### config.mk
export PLATFORM = sky130hd
export DESIGN_NAME = shift_sequencer_flat
export DESIGN_NICKNAME = d
export VERILOG_FILES = /design/src/rtl/shift_defs.sv /design/src/rtl/shift_sequencer_if.sv /design/src/rtl/shift_amount_sel.sv /design/src/rtl/shift_sequencer.sv /design/src/flat_wrapper.sv
export SDC_FILE = /design/constraint.sdc
export NUM_CORES = 1
export LEC_CHECK = 0
export CORE_ASPECT_RATIO = 1.1
export CORE_MARGIN = 2
export CORE_UTILIZATION = 48
export DETAILED_ROUTE_END_ITERATION = 8
export PLACE_DENSITY = 0.81
export SLEW_MARGIN = 30
export SYNTH_ARGS = -nofsm -noshare
export SYNTH_HDL_FRONTEND = slang
export SYNTH_SLANG_ARGS = --single-unit
### constraint.sdc
create_clock -name clk -period 2.05 [get_ports clk]
set_input_delay 0.41 -clock clk [delete_from_list [all_inputs] [get_ports clk]]
set_output_delay 0.41 -clock clk [all_outputs]
set_load 0.02 [all_outputs]
### src/rtl/shift_defs.sv
// rtl/shift_defs.sv - shared op codes, state encodings and constants for the shift sequencer
package shift_defs;

    localparam logic [2:0] SH_SLL     = 3'b000;
    localparam logic [2:0] SH_SRL     = 3'b001;
    localparam logic [2:0] SH_SRA     = 3'b010;
    localparam logic [2:0] SH_SLLV    = 3'b011;
    localparam logic [2:0] SH_SRLV    = 3'b100;
    localparam logic [2:0] SH_SRAV    = 3'b101;
    localparam logic [2:0] SH_LUI     = 3'b110;
    localparam logic [2:0] SH_ILLEGAL = 3'b111;

    localparam logic [4:0] LUI_AMOUNT = 5'd16;

    typedef enum logic [1:0] {
        S_IDLE  = 2'd0,
        S_SHIFT = 2'd1,
        S_DONE  = 2'd2
    } state_t;

endpackage

### src/rtl/shift_sequencer_if.sv
// rtl/shift_sequencer_if.sv - request/response bus between control unit and shift sequencer
interface shift_sequencer_if #(
    parameter int WIDTH = 32
);
    logic             start;
    logic [2:0]       op;
    logic [15:0]      offset;
    logic [WIDTH-1:0] a;
    logic [WIDTH-1:0] b;
    logic             busy;
    logic             done;
    logic             err;
    logic [WIDTH-1:0] result;

    modport master (
        output start, op, offset, a, b,
        input  busy, done, err, result
    );

    modport slave (
        input  start, op, offset, a, b,
        output busy, done, err, result
    );
endinterface

### src/rtl/shift_amount_sel.sv
// rtl/shift_amount_sel.sv - picks the shift amount source for each op and flags illegal ops
module shift_amount_sel
    import shift_defs::*;
#(
    parameter int WIDTH   = 32,
    parameter int SHAMT_W = 5
) (
    input  logic [2:0]         op,
    input  logic [15:0]        offset,
    input  logic [WIDTH-1:0]   b,
    output logic [SHAMT_W-1:0] amount,
    output logic               illegal
);

    // Only the shamt field and the low bits of rs matter here.
    logic unused_bits;
    assign unused_bits = ^{offset[15:11], offset[5:0], b[WIDTH-1:SHAMT_W]};

    // Amount source: shamt field, rs low bits, or the fixed lui distance.
    always_comb begin
        amount  = '0;
        illegal = 1'b0;
        case (op)
            SH_SLL, SH_SRL, SH_SRA:    amount = offset[6 +: SHAMT_W];
            SH_SLLV, SH_SRLV, SH_SRAV: amount = b[SHAMT_W-1:0];
            SH_LUI:                    amount = SHAMT_W'(LUI_AMOUNT);
            default:                   illegal = 1'b1;
        endcase
    end

endmodule

### src/rtl/shift_sequencer.sv
// rtl/shift_sequencer.sv - multicycle one-bit-per-clock shifter for MIPS shift-class ops
module shift_sequencer
    import shift_defs::*;
#(
    parameter int WIDTH   = 32,
    parameter int SHAMT_W = 5
) (
    input  logic              clk,
    input  logic              reset,
    shift_sequencer_if.slave  bus
);

    state_t             state;
    logic [2:0]         op_reg;
    logic [WIDTH-1:0]   work_reg;
    logic [SHAMT_W-1:0] cnt_reg;
    logic               busy_r;
    logic               done_r;
    logic               err_r;
    logic [WIDTH-1:0]   result_r;

    logic [SHAMT_W-1:0] amount;
    logic               illegal;
    logic [WIDTH-1:0]   load_data;
    logic [WIDTH-1:0]   shifted;

    shift_amount_sel #(
        .WIDTH   (WIDTH),
        .SHAMT_W (SHAMT_W)
    ) u_amount_sel (
        .op      (bus.op),
        .offset  (bus.offset),
        .b       (bus.b),
        .amount  (amount),
        .illegal (illegal)
    );

    // lui shifts the immediate itself; everything else shifts rt.
    assign load_data = (bus.op == SH_LUI) ? {{(WIDTH-16){1'b0}}, bus.offset} : bus.a;

    // One-bit step of work_reg in the direction implied by the latched op.
    always_comb begin
        shifted = work_reg;
        case (op_reg)
            SH_SLL, SH_SLLV, SH_LUI: shifted = {work_reg[WIDTH-2:0], 1'b0};
            SH_SRA, SH_SRAV:         shifted = {work_reg[WIDTH-1], work_reg[WIDTH-1:1]};
            default:                 shifted = {1'b0, work_reg[WIDTH-1:1]};
        endcase
    end

    // Control FSM with counter, work register and registered handshake outputs.
    always_ff @(posedge clk) begin
        if (reset) begin
            state    <= S_IDLE;
            op_reg   <= SH_SLL;
            work_reg <= '0;
            cnt_reg  <= '0;
            busy_r   <= 1'b0;
            done_r   <= 1'b0;
            err_r    <= 1'b0;
            result_r <= '0;
        end else begin
            case (state)
                S_IDLE: begin
                    done_r <= 1'b0;
                    err_r  <= 1'b0;
                    if (bus.start) begin
                        op_reg   <= bus.op;
                        work_reg <= load_data;
                        cnt_reg  <= amount;
                        busy_r   <= 1'b1;
                        // Zero-distance and illegal requests skip SHIFT so cnt_reg never underflows.
                        if (amount == '0 || illegal) begin
                            state    <= S_DONE;
                            done_r   <= 1'b1;
                            err_r    <= illegal;
                            result_r <= load_data;
                        end else begin
                            state <= S_SHIFT;
                        end
                    end
                end
                S_SHIFT: begin
                    work_reg <= shifted;
                    cnt_reg  <= cnt_reg - SHAMT_W'(1);
                    if (cnt_reg == SHAMT_W'(1)) begin
                        state    <= S_DONE;
                        done_r   <= 1'b1;
                        result_r <= shifted;
                    end
                end
                S_DONE: begin
                    state  <= S_IDLE;
                    busy_r <= 1'b0;
                    done_r <= 1'b0;
                    err_r  <= 1'b0;
                end
                default: begin
                    state  <= S_IDLE;
                    busy_r <= 1'b0;
                    done_r <= 1'b0;
                    err_r  <= 1'b0;
                end
            endcase
        end
    end

    assign bus.busy   = busy_r;
    assign bus.done   = done_r;
    assign bus.err    = err_r;
    assign bus.result = result_r;

endmodule

### src/flat_wrapper.sv
// flat-port wrapper written by rule: the top's interface ports become plain ports
module shift_sequencer_flat import shift_defs::*;
#(
    parameter int WIDTH   = 32,
    parameter int SHAMT_W = 5
)
  (clk, reset, bus_start, bus_op, bus_offset, bus_a, bus_b, bus_busy, bus_done, bus_err, bus_result);
  shift_sequencer_if #(.WIDTH(WIDTH)) bus_i ();
  input  logic clk;
  input  logic reset;
  input wire logic [$bits(bus_i.start)-1:0] bus_start;
  input wire logic [$bits(bus_i.op)-1:0] bus_op;
  input wire logic [$bits(bus_i.offset)-1:0] bus_offset;
  input wire logic [$bits(bus_i.a)-1:0] bus_a;
  input wire logic [$bits(bus_i.b)-1:0] bus_b;
  output wire logic [$bits(bus_i.busy)-1:0] bus_busy;
  output wire logic [$bits(bus_i.done)-1:0] bus_done;
  output wire logic [$bits(bus_i.err)-1:0] bus_err;
  output wire logic [$bits(bus_i.result)-1:0] bus_result;
  assign bus_i.start = bus_start;
  assign bus_i.op = bus_op;
  assign bus_i.offset = bus_offset;
  assign bus_i.a = bus_a;
  assign bus_i.b = bus_b;
  assign bus_busy = bus_i.busy;
  assign bus_done = bus_i.done;
  assign bus_err = bus_i.err;
  assign bus_result = bus_i.result;
  shift_sequencer #(.WIDTH(WIDTH), .SHAMT_W(SHAMT_W)) u_core (.clk(clk), .reset(reset), .bus(bus_i));
endmodule
==> results.toml <==
[floorplanning]
die_x_um = 94.5
core-area_um2 = 8780
die_h_um = 104
pin_count = 121
start_util = 0.492
die_area_um2 = 9780
placementRows = 36

[setup_path]
reg2reg_to = "u_core.bus.result[3]"
ff2ff_path_depth = 8
crit_type = "in -> reg"
critPathMaxFanout = 7
cp.arrival_ns = 2.22
reg2reg_setup_slack_ns = 0.11
crit_required_ns = 2.32
r2r-start = "u_core.cnt_reg[1]"
cp-end-kind = "register"
crit_path_start = "bus_offset[6]"
start_kind = "input port"

[yosys]
syn_inst = 492
synthFlopType = "dfxtp_1"
yosysTopAreaCell = "dfxtp_1"
synth_area_um2 = 4320
synth-async-reset-ratio = 0
yosysWarnings = 0
yosys.cell_count.top_type = "dfxtp_1"
ys_seq_elements = 77
synth_top_cell_area_share = 0.357
synth_common_cells = "dfxtp_1 (77), nand2_1 (59), mux2i_1 (35)"
synth_edf_count = 0
yosys.cell_types.count = 61
syn_nets = 580
yosys-top-cells-area = "dfxtp_1 (36%), mux2i_1 (8.1%), nand2_1 (5.1%), o211ai_1 (4.9%), mux2_2 (3.4%)"
synth-seq-area-share = 0.357
postSynthAreaPerCell_um2 = 8.78

[pwr]
vdd_drop_max_mv = 0.439
switching_share = 0.359
clkPwrFrac = 0.209
power_density_nw_per_um2 = 807
internal_power_mw = 3.09
seqPwrFrac = 0.393
switching_power_mw = 1.73
p_leak_nw = 2.44
combPwrFrac = 0.398

[run_status]
status = "finished, final reports clean"

[route]
wl_per_cell_um = 17.4
postRouteAntennaNets = 0
vias_per_cell = 5.99
drtPass1Iterations = 5
vias = 4368
drtIter0Drc = 237
drc = 0
wirelength_um = 12700

[timing]
tns_ns = 0
setup_viol = 0
max_freq_mhz = 511
maxSlewViolCount = 0
period_minus_slack_ns = 1.96
final.period_utilization = 0.954
worstMarginPinSlew_ns = 0.522
max_slew_margin = 0.652
hold_viol_final = 0
whs_ns = 0.459
skew_ns = 0.0115

[finish]
antenna_cells = 0
final_area_um2 = 5980
seqCellArea_um2 = 1550
synthToLayoutAreaGrowth_pct = 38.3
drive_gt1_frac = 0.218
finalNetCount = 698
final_util = 0.680
multiInputGateArea_um2 = 2570
fillers = 695

[global_routing]
grt_pass1_wl_um = 20700
grt_use_total = 0.263
first_global_vias = 4320
antenna_found_initial = 0
grt_start_max_net_pins = 69
grt_overflow_total = 0

[clocking]
clockBufferDepth = 2
cts_inserted_buffers = 9
clkSinkCount = 77
cts.clk_slew.worst_paths_ns = 0.07
ctsHtreeMaxLevel = 3
root_buffer = "clkbuf_8"
cts_tree = "yes"
insertion_delay_ns = 0.35

[placed_design]
dpl.hpwl_um = 8660
placed_area_um2 = 5550
routabilityCongestion = 0.850
io_buffer_count = 93

[worst_hold_path]
holdCritStartpoint = "bus_op[0]"
whs_endpoint = "u_core.op_reg[0]"
hold_path.class = "in -> reg"
whs_path_depth = 3

[job]
cap_violations = 0
==> cells in the final DEF, fill, tap and decap left out, types with 3 or more instances in the layout <==
master / instances
clkdlybuf4s50_1: 84
dfxtp_1: 74
nand2_1: 59
buf_4: 44
mux2i_1: 35
nor2_1: 34
o211ai_1: 28
a21oi_1: 27
nand3_1: 21
a311oi_1: 16
mux2_2: 13
a211oi_1: 13
a31oi_1: 12
and3_1: 10
clkbuf_8: 9
buf_6: 9
nor3_1: 8
buf_12: 7
inv_1: 6
a311oi_2: 6
a22oi_1: 4
nand4b_1: 4
o211a_1: 4
o21ai_0: 4
dlygate4sd2_1: 4
nand2b_1: 3
a211o_1: 3
a31o_2: 3
dfxtp_2: 3
==> power groups by stage <==
stage               registers [mW]  logic, mW  clock network (mW)
detailed placement            1.91       1.79                   0
floorplan                     1.98       1.02                   0
CTS                           1.88       1.89                1.01
global route                  1.92       2.07                1.08
finish                        1.89       1.92                1.01
global placement              1.90       1.74                   0
==> area by class of cell <==
type	instances	share of cell area
multi-input cells	360	0.430
clock inverters	5	0.00628
well taps	114	0.0239
inverters	7	0.00440
flip-flops and latches	77	0.259
repair buffers	155	0.254
clock buffers	11	0.0220
==> worst max-delay path, cell delays in order <==
cell	delay, ns
clkdlybuf4s50_1	0.46
mux2i_1	0.19
o221ai_2	0.14
or3b_4	0.42
o21ai_4	0.23
buf_6	0.19
mux2i_1	0.19
==> logic make-up after synthesis <==
group	after synthesis	synth area share
flip-flops	77	0.357
AND/OR/NAND/NOR	158	0.179
buffers and inverters	55	0.0652
XOR/XNOR	1	0.00203
AO/OA/AOI/OAI	150	0.273
multiplexers	49	0.118
adder cells (fa/ha/maj)	2	0.00579
==> metrics by stage <==
stage	cells	setup WS (ns)	total power, mW
after floorplan	492	0.146	3.00
after global placement	696	-0.497	3.64
after detailed placement	696	-0.596	3.70
after CTS	727	0.00249	4.78
after global routing	729	-0.0137	5.07
final	729	0.0935	4.82
==> timing repair <==
| item | in CTS | in global routing |
|---|---|---|
| cloned | 2 | 0 |
| hold buffers | 0 | 0 |
| setup endpoints to repair | 34 | 38 |
| setup buffers | 15 | 2 |
| resized for setup | 27 | 14 |
| pin swaps | 9 | 6 |
==> worst max-delay path by stage <==
| stage | depth (start not counted) | slack (ns) | to |
|---|---|---|---|
| 6_report | 7 | 0.09 | u_core.bus.result[3] |
| 5_1_grt | 8 | -0.01 | u_core.bus.result[0] |
| 4_1_cts | 10 | 0.002 | u_core.bus.result[3] |
| 3_5_place_dp | 9 | -0.60 | u_core.bus.result[29] |
| 3_3_place_gp | 9 | -0.50 | u_core.bus.result[30] |
| 2_1_floorplan | 7 | 0.15 | u_core.bus.result[3] |
==> layer usage <==
| layer | vias up | global-route usage | part of all wire |
|---|---|---|---|
| met3 | 25 | 0.0305 | 0.049 |
| met1 | 2098 | 0.344 | 0.42 |
| met2 | 156 | 0.439 | 0.51 |
| li1 | 2089 | - | - |
| met5 | - | 0 | 0 |
| met4 | 0 | 0.101 | 0.026 |
Power figures use the tool's default switching activity.
